--- src/rtl/riscv_ctrl_pkg.sv ---
// Shared types and encodings for the multicycle RV32I control path.
package riscv_ctrl_pkg;

  typedef enum logic [3:0] {
    S_RESET    = 4'd0,
    S_FETCH    = 4'd1,
    S_DECODE   = 4'd2,
    S_MEMADR   = 4'd3,
    S_MEMREAD  = 4'd4,
    S_MEMWB    = 4'd5,
    S_MEMWRITE = 4'd6,
    S_EXECR    = 4'd7,
    S_EXECI    = 4'd8,
    S_ALUWB    = 4'd9,
    S_JAL      = 4'd10,
    S_BEQ      = 4'd11,
    S_TRAP     = 4'd12
  } state_t;

  typedef enum logic [2:0] {
    CLS_LOAD    = 3'd0,
    CLS_STORE   = 3'd1,
    CLS_RTYPE   = 3'd2,
    CLS_ITYPE   = 3'd3,
    CLS_BRANCH  = 3'd4,
    CLS_JAL     = 3'd5,
    CLS_ILLEGAL = 3'd6
  } op_class_t;

  localparam logic [6:0] OP_LOAD   = 7'b0000011;
  localparam logic [6:0] OP_STORE  = 7'b0100011;
  localparam logic [6:0] OP_RTYPE  = 7'b0110011;
  localparam logic [6:0] OP_ITYPE  = 7'b0010011;
  localparam logic [6:0] OP_BRANCH = 7'b1100011;
  localparam logic [6:0] OP_JAL    = 7'b1101111;

  localparam logic [1:0] SRCA_PC    = 2'b00;
  localparam logic [1:0] SRCA_OLDPC = 2'b01;
  localparam logic [1:0] SRCA_REGA  = 2'b10;

  localparam logic [1:0] SRCB_REGB = 2'b00;
  localparam logic [1:0] SRCB_IMM  = 2'b01;
  localparam logic [1:0] SRCB_FOUR = 2'b10;

  localparam logic [1:0] ALUOP_ADD   = 2'b00;
  localparam logic [1:0] ALUOP_SUB   = 2'b01;
  localparam logic [1:0] ALUOP_FUNCT = 2'b10;

  localparam logic [1:0] RES_ALUOUT = 2'b00;
  localparam logic [1:0] RES_DATA   = 2'b01;
  localparam logic [1:0] RES_ALURES = 2'b10;

  localparam logic [1:0] IMM_I = 2'b00;
  localparam logic [1:0] IMM_S = 2'b01;
  localparam logic [1:0] IMM_B = 2'b10;
  localparam logic [1:0] IMM_J = 2'b11;

endpackage

--- src/rtl/op_class_decoder.sv ---
// Combinational opcode classifier: immediate format, instruction class and legality.
module op_class_decoder
  import riscv_ctrl_pkg::*;
(
  input  logic [6:0] i_op,
  output logic [1:0] o_imm_src,
  output op_class_t  o_op_class,
  output logic       o_legal
);

  // Opcode to class/immediate lookup
  always_comb begin
    o_imm_src  = IMM_I;
    o_op_class = CLS_ILLEGAL;
    o_legal    = 1'b1;
    case (i_op)
      OP_LOAD:   o_op_class = CLS_LOAD;
      OP_STORE:  begin o_op_class = CLS_STORE;  o_imm_src = IMM_S; end
      OP_RTYPE:  o_op_class = CLS_RTYPE;
      OP_ITYPE:  o_op_class = CLS_ITYPE;
      OP_BRANCH: begin o_op_class = CLS_BRANCH; o_imm_src = IMM_B; end
      OP_JAL:    begin o_op_class = CLS_JAL;    o_imm_src = IMM_J; end
      default:   o_legal = 1'b0;
    endcase
  end

endmodule

--- src/rtl/multicycle_controller.sv ---
// Control FSM for the multicycle RV32I core: sequences fetch/decode/execute/memory/writeback
// over a shared datapath and a single memory port.
module multicycle_controller
  import riscv_ctrl_pkg::*;
#(
  parameter int CNT_W         = 32,
  parameter int RESET_PC_HOLD = 1
) (
  input  logic             clk,
  input  logic             rst_n,
  input  logic [6:0]       op,
  input  logic             zero,
  input  logic             mem_ready,
  output logic             mem_req,
  output logic             mem_write,
  output logic             adr_src,
  output logic             ir_write,
  output logic             pc_write,
  output logic             reg_write,
  output logic [1:0]       alu_src_a,
  output logic [1:0]       alu_src_b,
  output logic [1:0]       alu_op,
  output logic [1:0]       result_src,
  output logic [1:0]       imm_src,
  output logic             illegal_instr,
  output logic [CNT_W-1:0] instret
);

  localparam logic [3:0] HOLD_INIT = 4'(RESET_PC_HOLD);

  state_t           r_state;
  state_t           w_next_state;
  logic [3:0]       r_hold;
  logic [CNT_W-1:0] r_instret;
  logic             r_illegal;
  logic [1:0]       w_imm_dec;
  op_class_t        w_class;
  logic             w_legal;
  logic             w_pc_update;
  logic             w_branch;
  logic             w_retire;

  op_class_decoder u_dec (
    .i_op       (op),
    .o_imm_src  (w_imm_dec),
    .o_op_class (w_class),
    .o_legal    (w_legal)
  );

  // State register
  always_ff @(posedge clk or negedge rst_n) begin
    if (!rst_n) r_state <= S_RESET;
    else        r_state <= w_next_state;
  end

  // Post-reset idle counter
  always_ff @(posedge clk or negedge rst_n) begin
    if (!rst_n)                                    r_hold <= HOLD_INIT;
    else if (r_state == S_RESET && r_hold != 4'd0) r_hold <= r_hold - 4'd1;
    else                                           r_hold <= r_hold;
  end

  assign w_retire = (w_next_state == S_FETCH) &&
                    (r_state inside {S_MEMWB, S_MEMWRITE, S_ALUWB, S_BEQ});

  // Retired-instruction counter, wraps naturally
  always_ff @(posedge clk or negedge rst_n) begin
    if (!rst_n)        r_instret <= '0;
    else if (w_retire) r_instret <= r_instret + CNT_W'(1);
    else               r_instret <= r_instret;
  end

  // Sticky trap flag, raised as the FSM enters TRAP
  always_ff @(posedge clk or negedge rst_n) begin
    if (!rst_n) r_illegal <= 1'b0;
    else        r_illegal <= r_illegal | (w_next_state == S_TRAP);
  end

  // Next-state logic
  always_comb begin
    w_next_state = r_state;
    case (r_state)
      S_RESET:    if (r_hold <= 4'd1) w_next_state = S_FETCH; else w_next_state = S_RESET;
      S_FETCH:    if (mem_ready) w_next_state = S_DECODE; else w_next_state = S_FETCH;
      S_DECODE: begin
        case (w_class)
          CLS_LOAD, CLS_STORE: w_next_state = S_MEMADR;
          CLS_RTYPE:           w_next_state = S_EXECR;
          CLS_ITYPE:           w_next_state = S_EXECI;
          CLS_BRANCH:          w_next_state = S_BEQ;
          CLS_JAL:             w_next_state = S_JAL;
          default:             w_next_state = S_TRAP;
        endcase
        if (!w_legal) w_next_state = S_TRAP;
        else          w_next_state = w_next_state;
      end
      // op may have moved since DECODE; anything but a memory op is treated as illegal
      S_MEMADR: begin
        if (w_class == CLS_LOAD)       w_next_state = S_MEMREAD;
        else if (w_class == CLS_STORE) w_next_state = S_MEMWRITE;
        else                           w_next_state = S_TRAP;
      end
      S_MEMREAD:  if (mem_ready) w_next_state = S_MEMWB; else w_next_state = S_MEMREAD;
      S_MEMWB:    w_next_state = S_FETCH;
      S_MEMWRITE: if (mem_ready) w_next_state = S_FETCH; else w_next_state = S_MEMWRITE;
      S_EXECR:    w_next_state = S_ALUWB;
      S_EXECI:    w_next_state = S_ALUWB;
      S_ALUWB:    w_next_state = S_FETCH;
      S_JAL:      w_next_state = S_ALUWB;
      S_BEQ:      w_next_state = S_FETCH;
      S_TRAP:     w_next_state = S_TRAP;
      default:    w_next_state = S_TRAP;
    endcase
  end

  // Moore control decode; only pc_write and the fetch strobes see live inputs
  always_comb begin
    mem_req     = 1'b0;
    mem_write   = 1'b0;
    adr_src     = 1'b0;
    ir_write    = 1'b0;
    reg_write   = 1'b0;
    alu_src_a   = SRCA_PC;
    alu_src_b   = SRCB_REGB;
    alu_op      = ALUOP_ADD;
    result_src  = RES_ALUOUT;
    w_pc_update = 1'b0;
    w_branch    = 1'b0;
    case (r_state)
      S_FETCH: begin
        mem_req     = 1'b1;
        alu_src_b   = SRCB_FOUR;
        result_src  = RES_ALURES;
        ir_write    = mem_ready;
        w_pc_update = mem_ready;
      end
      S_DECODE:   begin alu_src_a = SRCA_OLDPC; alu_src_b = SRCB_IMM; end
      S_MEMADR:   begin alu_src_a = SRCA_REGA;  alu_src_b = SRCB_IMM; end
      S_MEMREAD:  begin mem_req = 1'b1; adr_src = 1'b1; end
      S_MEMWB:    begin result_src = RES_DATA; reg_write = 1'b1; end
      S_MEMWRITE: begin mem_req = 1'b1; mem_write = 1'b1; adr_src = 1'b1; end
      S_EXECR:    begin alu_src_a = SRCA_REGA; alu_op = ALUOP_FUNCT; end
      S_EXECI:    begin alu_src_a = SRCA_REGA; alu_src_b = SRCB_IMM; alu_op = ALUOP_FUNCT; end
      S_ALUWB:    reg_write = 1'b1;
      S_JAL:      begin alu_src_a = SRCA_OLDPC; alu_src_b = SRCB_FOUR; w_pc_update = 1'b1; end
      S_BEQ:      begin alu_src_a = SRCA_REGA; alu_op = ALUOP_SUB; w_branch = 1'b1; end
      default:    mem_req = 1'b0;
    endcase
    pc_write = w_pc_update | (w_branch & zero);
    if (r_state == S_RESET || r_state == S_TRAP) imm_src = IMM_I;
    else                                         imm_src = w_imm_dec;
  end

  assign illegal_instr = r_illegal;
  assign instret       = r_instret;

endmodule

--- config.mk ---
export PLATFORM = sky130hd
export DESIGN_NAME = multicycle_controller
export DESIGN_NICKNAME = d
export VERILOG_FILES = /design/src/rtl/riscv_ctrl_pkg.sv /design/src/rtl/op_class_decoder.sv /design/src/rtl/multicycle_controller.sv
export SDC_FILE = /design/constraint.sdc
export NUM_CORES = 1
export LEC_CHECK = 0
export ABC_AREA = 1
export CAP_MARGIN = 10
export CELL_PAD_IN_SITES_DETAIL_PLACEMENT = 1
export CELL_PAD_IN_SITES_GLOBAL_PLACEMENT = 2
export CORE_UTILIZATION = 26
export CTS_CLUSTER_DIAMETER = 80
export DETAILED_ROUTE_END_ITERATION = 6
export GPL_TIMING_DRIVEN = 0
export PLACE_DENSITY_LB_ADDON = 0.1
export SETUP_SLACK_MARGIN = 0.02
export SYNTH_ARGS = -nofsm -noshare
export SYNTH_HDL_FRONTEND = slang
export SYNTH_SLANG_ARGS = --single-unit
export TNS_END_PERCENT = 1
--- constraint.sdc ---
create_clock -name clk -period 1.8 [get_ports clk]
set_input_delay 0.36 -clock clk [delete_from_list [all_inputs] [get_ports clk]]
set_output_delay 0.36 -clock clk [all_outputs]
set_load 0.02 [all_outputs]
==> flow_metrics.tcl, run 1 <==
set metrics [dict create \
    finalPower_w 0.00614 \
    timing.final.crit_share_pct 118 \
    cts_buffers 5 \
    antenna_found_initial 0 \
    p_comb_share_pct 64.7 \
    internal_power_w 0.00353 \
    max_cap_viol_count 0 \
    ctsHoldBuffers 0 \
    cts_tree "done" \
    synth_area_leaders "dfrtp_1 (32%), nand2_1 (16%), nand4_1 (8.5%)" \
    grt_max_degree 23 \
    switching_share_pct 42.5 \
    syn_inst 438 \
    power_density_nw_per_um2 1360 \
    synth_area_um2 3090 \
    rsz0062_at_grt "yes" \
    wl_mm 10.7 \
    failed_checks "design-rule violations, negative setup slack" \
    seqCellArea_um2 1030 \
    finClkSkew_ns 0.00941 \
    n_fill_cell 1405 \
    p_clk_share_pct 17.4 \
    ys_seq_area_share_pct 33.2 \
    grt_pass1_wl_mm 18.2 \
    start_util_pct 26.8 \
    first_pass_iters 7 \
    worst-path-buf-inv 3 \
    clk_latency_ns 0.30 \
    grt_usage_pct 18.7 \
    async_reset_ff_share_pct 100 \
    yosys_register_bits 41 \
    max_freq_mhz 469 \
    p_leak_nw 2.33 \
    grt_remaining_overflow 0 \
    path_max_fanout 6 \
    power_switching_w 0.00261 \
    via_count 3228 \
    path_cells "clkbuf_4 > nor2_2 > nand2_2 > nand2_2 > nand2_4 > ha_4 > nand2_4 > nand3_4 > nand2_4 > nand3_2 > nor2_4 > nor2_4 > nor2_4 > buf_6 > nand3_4 > buf_12 > nand2_1 > nand2_1" \
    cp_slowest_cell "buf_12" \
    period_needed_ns 2.13 \
    drive_gt1_share_pct 25.2 \
    worst_path_largest_cell_delay_ns 0.21 \
    nNetsFinal 543 \
    io_buffers 59 \
    drtAntennaViolNets 0 \
    design.core.area_um2 11500 \
    multi_input_area_um2 1950 \
    drc_errors 8 \
    outcome "finished with violations" \
    finalHoldViolCount 0 \
    die_x_um 111 \
    synth_edf_count 0 \
    cts_root_buf "clkbuf_16" \
    htree_levels 2 \
    fin_ws_ns -0.332 \
    synth_area_per_cell_um2 7.06 \
    numClockSinks 41 \
    crit_family "simple AND/OR/NAND/NOR gates" \
    num_rows 39 \
    start_kind "primary input" \
    ys_types 36 \
    synth_top_cell_by_area "dfrtp_1" \
    synth_nets 454 \
    synth_commonest_cells "nand2_1 (132), nor2_1 (47), nand4_1 (42), dfrtp_1 (40), inv_1 (37)" \
    end_kind "register" \
    slew_viol_final 0 \
    fin_area_um2 4510 \
    wl_per_cell_um 16.0 \
    via_per_inst 4.81 \
    worstPathRequired_ns 1.98 \
    holdCritPathClass "in2async" \
    diodes 0 \
    areaGrowthSynthToFinish_pct 46.0 \
    worst_pin_slew_ns 0.590 \
    pwr-share-seq_pct 17.9 \
    grt_pass1_vias 3369 \
    clockBufferDepth 2 \
    io_pins 60 \
    floorplan.die_area_um2 12300 \
    maxSlewHeadroom_pct 60.3 \
    ys.flop_type "dfrtp_1" \
    report.final.setup_viol 37 \
    yosysMostFrequentCell "nand2_1" \
    gp_congestion 0.814 \
    dp_hpwl_mm 7.98 \
    worst_ep_arrival_time_ns 2.31 \
    path_class "in2reg" \
    drt_first_iter_violations 115 \
    yosysWarnings 0 \
    die_height_um 111 \
    dpl_cell_area_um2 3980 \
    ir_drop_v 0.000521 \
    synth_top_area_share_pct 32.4 \
    cts.clk_slew.worst_paths_ns 0.07 \
]
-- power groups by stage --
| stage | combinational [W] | clock (W) | sequential, W |
|---|---|---|---|
| after floorplan | 0.00178 | 0 | 0.00112 |
| after global placement | 0.00266 | 0 | 0.00110 |
| after detailed placement | 0.00268 | 0 | 0.00110 |
| after CTS | 0.00385 | 0.00109 | 0.00109 |
| after global routing | 0.00425 | 0.00113 | 0.00111 |
| final | 0.00397 | 0.00107 | 0.00110 |
-- state kept, by name, indices dropped and copies added, names as in the netlist --
register and flops:
instret 32, illegal_instr 1, r_hold 4, r_state 4
-- worst paths after layout --
check	from	end	slack, ns	cells past startpoint
setup / recovery	op[3]	instret[6]	-0.33	18
hold / removal	rst_n	instret[31]	0.04	1
setup reg to reg	r_hold[0]	instret[29]	-0.31	14
hold reg to reg	illegal_instr	illegal_instr	0.47	1
max in group asynchronous	rst_n	r_hold[0]	1.19	2
min in group clk	illegal_instr	illegal_instr	0.47	1
-- area by class of cell --
type | instances | share of cell area (%)
inverter | 46 | 4.27
buffer | 14 | 3.44
clock inverter | 3 | 1.03
multi-input combinational | 337 | 43.1
tap | 143 | 3.96
clock buffer | 5 | 2.77
sequential | 41 | 22.8
timing repair buffer | 82 | 18.5
-- metal layers --
layer	wire length [um]	global-route usage (%)
met1	5620	28.0
met2	4620	28.1
met3	397	3.01
met4	83	3.78
met5	0	0
-- cells by family after synthesis --
logic type	after synthesis	share of synthesized area, %
buf+inv	60	9.35
xor+xnor	27	7.65
compound gates	15	2.87
fa+ha+maj	5	2.02
simple gates	290	44.9
flops	41	33.2
-- cell usage in the layout, fill, tap and decap left out, types with 12 or more instances in the layout --
master           Yosys  final
buf_2                3     12
buf_4                0     13
clkdlybuf4s50_1      0     20
dfrtp_1             40     37
dlymetal6s2s_1       0     12
inv_1               37     32
nand2_1            132    126
nand3_1             22     20
nand4_1             42     42
nor2_1              47     38
nor3_1              18     16
xor2_1              20     20
-- through the flow --
step                      hold WS [ns]  TNS [ns]  instances  worst slack (ns)  utilization (%)
final                           0.0363    -10.23        671            -0.332             39.2
after global routing            0.0790    -15.66        671            -0.502             39.2
after CTS                       0.0541    -11.80        669            -0.387             38.7
after detailed placement         0.368    -43.70        641             -1.21             34.6
after global placement           0.458    -76.62        640             -1.19             34.4
after floorplan                 0.0644     -4.09        438            -0.139                -
-- repair_timing --
action,4_1_cts,5_1_grt
buffers inserted,15,2
hold endpoints to repair,0,0
gates resized for setup,108,39
cloned,5,0
endpoints found under the setup margin,57,60
pin swaps,33,8
No activity file was read; power rests on OpenSTA's default activity.
==> run 2, diff against run 1 <==
- CORE_UTILIZATION: 26 -> 32
- DONT_BUFFER_PORTS: unset -> 1
==> run 2 against run 1 <==
  * The run ends with negative setup slack left
  * Setup slack better by 0.097 ns
  * Core utilization up 2.6 points
  * Via count down 5.5%
  * Hold slack better by 0.31 ns
  * Routed wire length down 5.1%
  * Clock skew down 0.0070 ns
  * Clock power down 35%
  * Maximum frequency up 4.8%
  * Power down 14%
  * Sequential power up 5%
==> flow_metrics.tcl, run 2 (synthesized netlist as in run 1, its figures left out) <==
set metrics [dict create \
    timing.final.crit_share_pct 113 \
    antenna_found_initial 0 \
    num_rows 35 \
    worstPathRequired_ns 2.04 \
    slew_viol_final 0 \
    start_kind "register" \
    dp_slack_ns -0.684 \
    drtAntennaViolNets 0 \
    final_common_cell "nand2_1" \
    cts_tree "done" \
    fin_ws_ns -0.235 \
    n_fill_cell 1175 \
    design.core.area_um2 9280 \
    cp_slowest_cell "dfrtp_1" \
    gp_congestion 0.872 \
    finalHoldViolCount 0 \
    grt_pass1_wl_mm 16.7 \
    finClkSkew_ns 0.00237 \
    wl_mm 10.2 \
    nNetsFinal 478 \
    dpl_cell_area_um2 3350 \
    worst_path_largest_cell_delay_ns 0.42 \
    worst_pin_slew_ns 0.469 \
    fin_area_um2 3880 \
    first_pass_iters 4 \
    via_per_inst 5.15 \
    drt_first_iter_violations 97 \
    end_kind "register" \
    power_density_nw_per_um2 1360 \
    period_needed_ns 2.03 \
    cts.clk_slew.worst_paths_ns 0.08 \
    grt_usage_pct 21.0 \
    ir_drop_v 0.000687 \
    cts_buffers 5 \
    multi_input_area_um2 2010 \
    largest_reg_flops 32 \
    numClockSinks 41 \
    clk_latency_ns 0.30 \
    whs_ns 0.342 \
    io_pins 60 \
    drive_gt1_share_pct 26.3 \
    holdCritPathClass "in2reg" \
    seqCellArea_um2 1040 \
    report.final.setup_viol 35 \
    path_max_fanout 10 \
    floorplan.die_area_um2 10100 \
    final_cell_mix "nand2_1 (122), nand4_1 (42), nor2_1 (35)" \
    clockBufferDepth 2 \
    io_buffers 0 \
    start_util_pct 33.3 \
    via_count 3049 \
    diodes 0 \
    cts_root_buf "clkbuf_8" \
    p_leak_nw 1.85 \
    failed_checks "negative setup slack" \
    max_cap_viol_count 0 \
    outcome "finished with violations" \
    die_height_um 100 \
    grt_pass1_vias 3233 \
    grt_remaining_overflow 0 \
    areaGrowthSynthToFinish_pct 25.6 \
    maxSlewHeadroom_pct 68.4 \
    dp_hpwl_mm 7.42 \
    rsz0062_at_grt "yes" \
    die_x_um 100 \
    path_class "reg2reg" \
    path_cells "inv_2 > nor2_1 > inv_2 > nor2_2 > nand3_2 > nor2_1 > nor2_4 > nor2_4 > buf_8 > buf_8 > nand4_1 > nand2_1" \
    max_freq_mhz 491 \
    htree_levels 2 \
    worst_ep_arrival_time_ns 2.28 \
    drc_errors 0 \
    wl_per_cell_um 17.2 \
    grt_max_degree 42 \
]
==> run 2: critical path: cells and delay by family, from the launching register on <==
kind	cells	cell delay, ns
simple gates	8	1.06
buf+inv	4	0.49
flops	1	0.42
==> run 2: routing by layer <==
metal | share of wire [%] | global-route usage [%] | up-vias
met3 | 3.3 | 3.62 | 11
met2 | 51 | 37.0 | 55
met4 | 1.2 | 5.35 | 0
li1 | - | - | 1485
met1 | 44 | 26.4 | 1498
met5 | 0 | 0 | -
==> run 2: through the flow <==
step | instances | util [%] | setup TNS (ns) | total power, W
6_report | 592 | 41.8 | -7.06 | 0.00528
3_3_place_gp | 567 | 36.1 | -15.89 | 0.00341
5_1_grt | 592 | 41.8 | -12.10 | 0.00557
2_1_floorplan | 438 | - | -4.09 | 0.00290
3_5_place_dp | 567 | 36.1 | -17.34 | 0.00344
4_1_cts | 587 | 40.1 | -6.96 | 0.00480
==> run 2: power by group <==
part	internal [W]	total (W)	switching [W]
sequential	0.00100	0.00116	0.000153
clock	0.000348	0.000698	0.000350
combinational	0.00148	0.00342	0.00195
==> run 2: final timing paths <==
| kind | start | endpoint | slack [ns] | depth (start not counted) |
|---|---|---|---|---|
| worst max-delay path | r_state[1] | instret[12] | -0.23 | 12 |
| worst max register to register | r_state[1] | instret[12] | -0.23 | 12 |
| worst min register to register | r_hold[3] | r_hold[3] | 0.53 | 1 |
| worst min-delay path | mem_ready | r_state[2] | 0.34 | 3 |
| max in group asynchronous | rst_n | r_hold[0] | 0.97 | 2 |
| min in group asynchronous | rst_n | instret[26] | 0.54 | 2 |
==> run 2: repair_timing <==
| item | 4_1_cts | 5_1_grt |
|---|---|---|
| gates resized for setup | 45 | 22 |
| pin swaps | 10 | 29 |
| gates cloned | 2 | 2 |
| buffers inserted | 8 | 3 |
| hold buffers | 2 | 0 |
| setup endpoints to repair | 42 | 46 |
| hold endpoints to repair | 41 | 0 |
==> run 2: cell type report <==
type	count	share of cell area (%)
clock buffer	7	2.48
multi-input combinational	337	51.9
clock inverter	1	0.129
sequential	41	26.9
tap	129	4.16
timing repair buffer	17	5.35
inverter	46	5.09
buffer	14	4.03
==> patch, RTL diff (config.mk and constraints of run 1) <==
`RESET_PC_HOLD`: 1 -> 0.
--- a/src/rtl/multicycle_controller.sv
+++ b/src/rtl/multicycle_controller.sv
@@ -5,5 +5,5 @@
 #(
   parameter int CNT_W         = 32,
-  parameter int RESET_PC_HOLD = 1
+  parameter int RESET_PC_HOLD = 0
 ) (
   input  logic             clk,
Function: no difference found for any inputs over 10 cycles, from zero or initial values and one cycle with rst_n low; that may be too few to reach the edited logic, so the function may still have changed.
==> patch against run 1 <==
  * The flow still finishes with violations (DRC, setup timing)
  * Synthesized area hardly changed
  * Hold slack worse by 30 ps
  * Global-route usage is 0.33 points lower
  * Combinational power is 13% lower
  * Die area hardly changed
  * Total power is 6.3% lower
  * Critical path depth stayed put
  * Design area is 0.19% higher
  * Sequential cell count stayed put
  * Worst setup slack better by 93 ps
  * Sequential power hardly changed
  * Wire length is 0.40% higher
  * Maximum frequency is 4.6% higher
  * Critical path type unchanged
  * Critical endpoint is now instret[31]
  * Largest cell class unchanged
  * Largest power group unchanged
==> patch: results (changes against run 1) <==
status: "finished with violations"
violations: "DRC, setup timing"
grt_pass1_wl_mm: 18.0  # -1.1%
r2r-start: "instret[7]"
grt_max_degree: 25  # +8.7%
synth.area.top_cells: "dfrtp_1 33%, nand2_1 16%, nand4_1 8.5%, nor2_1 5.7%, xor2_1 5.7%"
p_sw_w: 0.00246  # -5.7%
setup_violations: 34  # -8.1%
crit_path_top_delay_cell: "buf_6"
peakVddDrop_uv: 525  # +0.89%
r2r_cells: 8  # -6
synth_fa_ha_area_share_pct: 2.03  # about the same
setup_ws_ps: -239  # +93.5 ps
vias_per_cell: 4.84  # +0.63%
synth_seq_area_share_pct: 33.2  # about the same
holdWs_ps: 6.48  # -29.8 ps
worstMarginPinSlew_ps: 561  # -28.2 ps
seq_share_pct: 22.8  # -0.072 points
multi_input_area_share_pct: 44.2  # +1.1 points
dp_hpwl_mm: 8.03  # +0.69%
drive_gt1_share_pct: 27.7  # +2.5 points
power_frac_clock_pct: 20.5  # +3.1 points
post_cts_buffers: 18  # +3
drc: 8  # unchanged
worstSetupEndpoint: "instret[31]"
bufAreaShareNonClock_pct: 20.5  # -1.5 points
gp_congestion: 0.775  # -4.8%
n_fill_cell: 1400  # -0.36%
finalClockSkew_ps: 4.19  # -5.22 ps
synth_xor_area_share_pct: 7.65  # about the same
p_leak_nw: 2.34  # +0.48%
max_freq_mhz: 491  # +4.6%
power_frac_seq_pct: 19.1  # +1.2 points
post-place-ws_ps: -1200  # +8.86 ps
reg2reg_to: "instret[26]"
buffers: 98  # +2.1%
cts_resized: 111  # +2.8%
synth-compound-area-share_pct: 2.88  # about the same
[patch: cell types whose count changed after synthesis, sizes merged]
cell | before | now
dfstp | 1 | 0
dfrtp | 40 | 41
[patch: through the flow]
stage / total power (W) / cell area [sq um] / TNS (ps) / util (%) / cells
after floorplan: 0.00290 / 3190 / -4090 / - / 438
after global placement: 0.00376 / 3960 / -74920 / 34.4 / 640
after detailed placement: 0.00379 / 3970 / -43590 / 34.5 / 641
after CTS: 0.00581 / 4440 / -8040 / 38.6 / 671
after global routing: 0.00607 / 4520 / -12500 / 39.3 / 673
final: 0.00575 / 4520 / -6790 / 39.3 / 673
[patch: critical path: cells and delay by family]
kind | cells | cell delay, ps
adder cells (fa/ha/maj) | 1 | 170
buffers and inverters | 3 | 420
AND/OR/NAND/NOR | 14 | 1250
[patch: layer usage]
layer	wire [um]	GRT usage, %	vias to the layer above
met2	5400	32.3	52
met5	0	0	-
met1	4900	23.4	1577
li1	-	-	1617
met3	323	2.52	12
met4	138	4.84	0
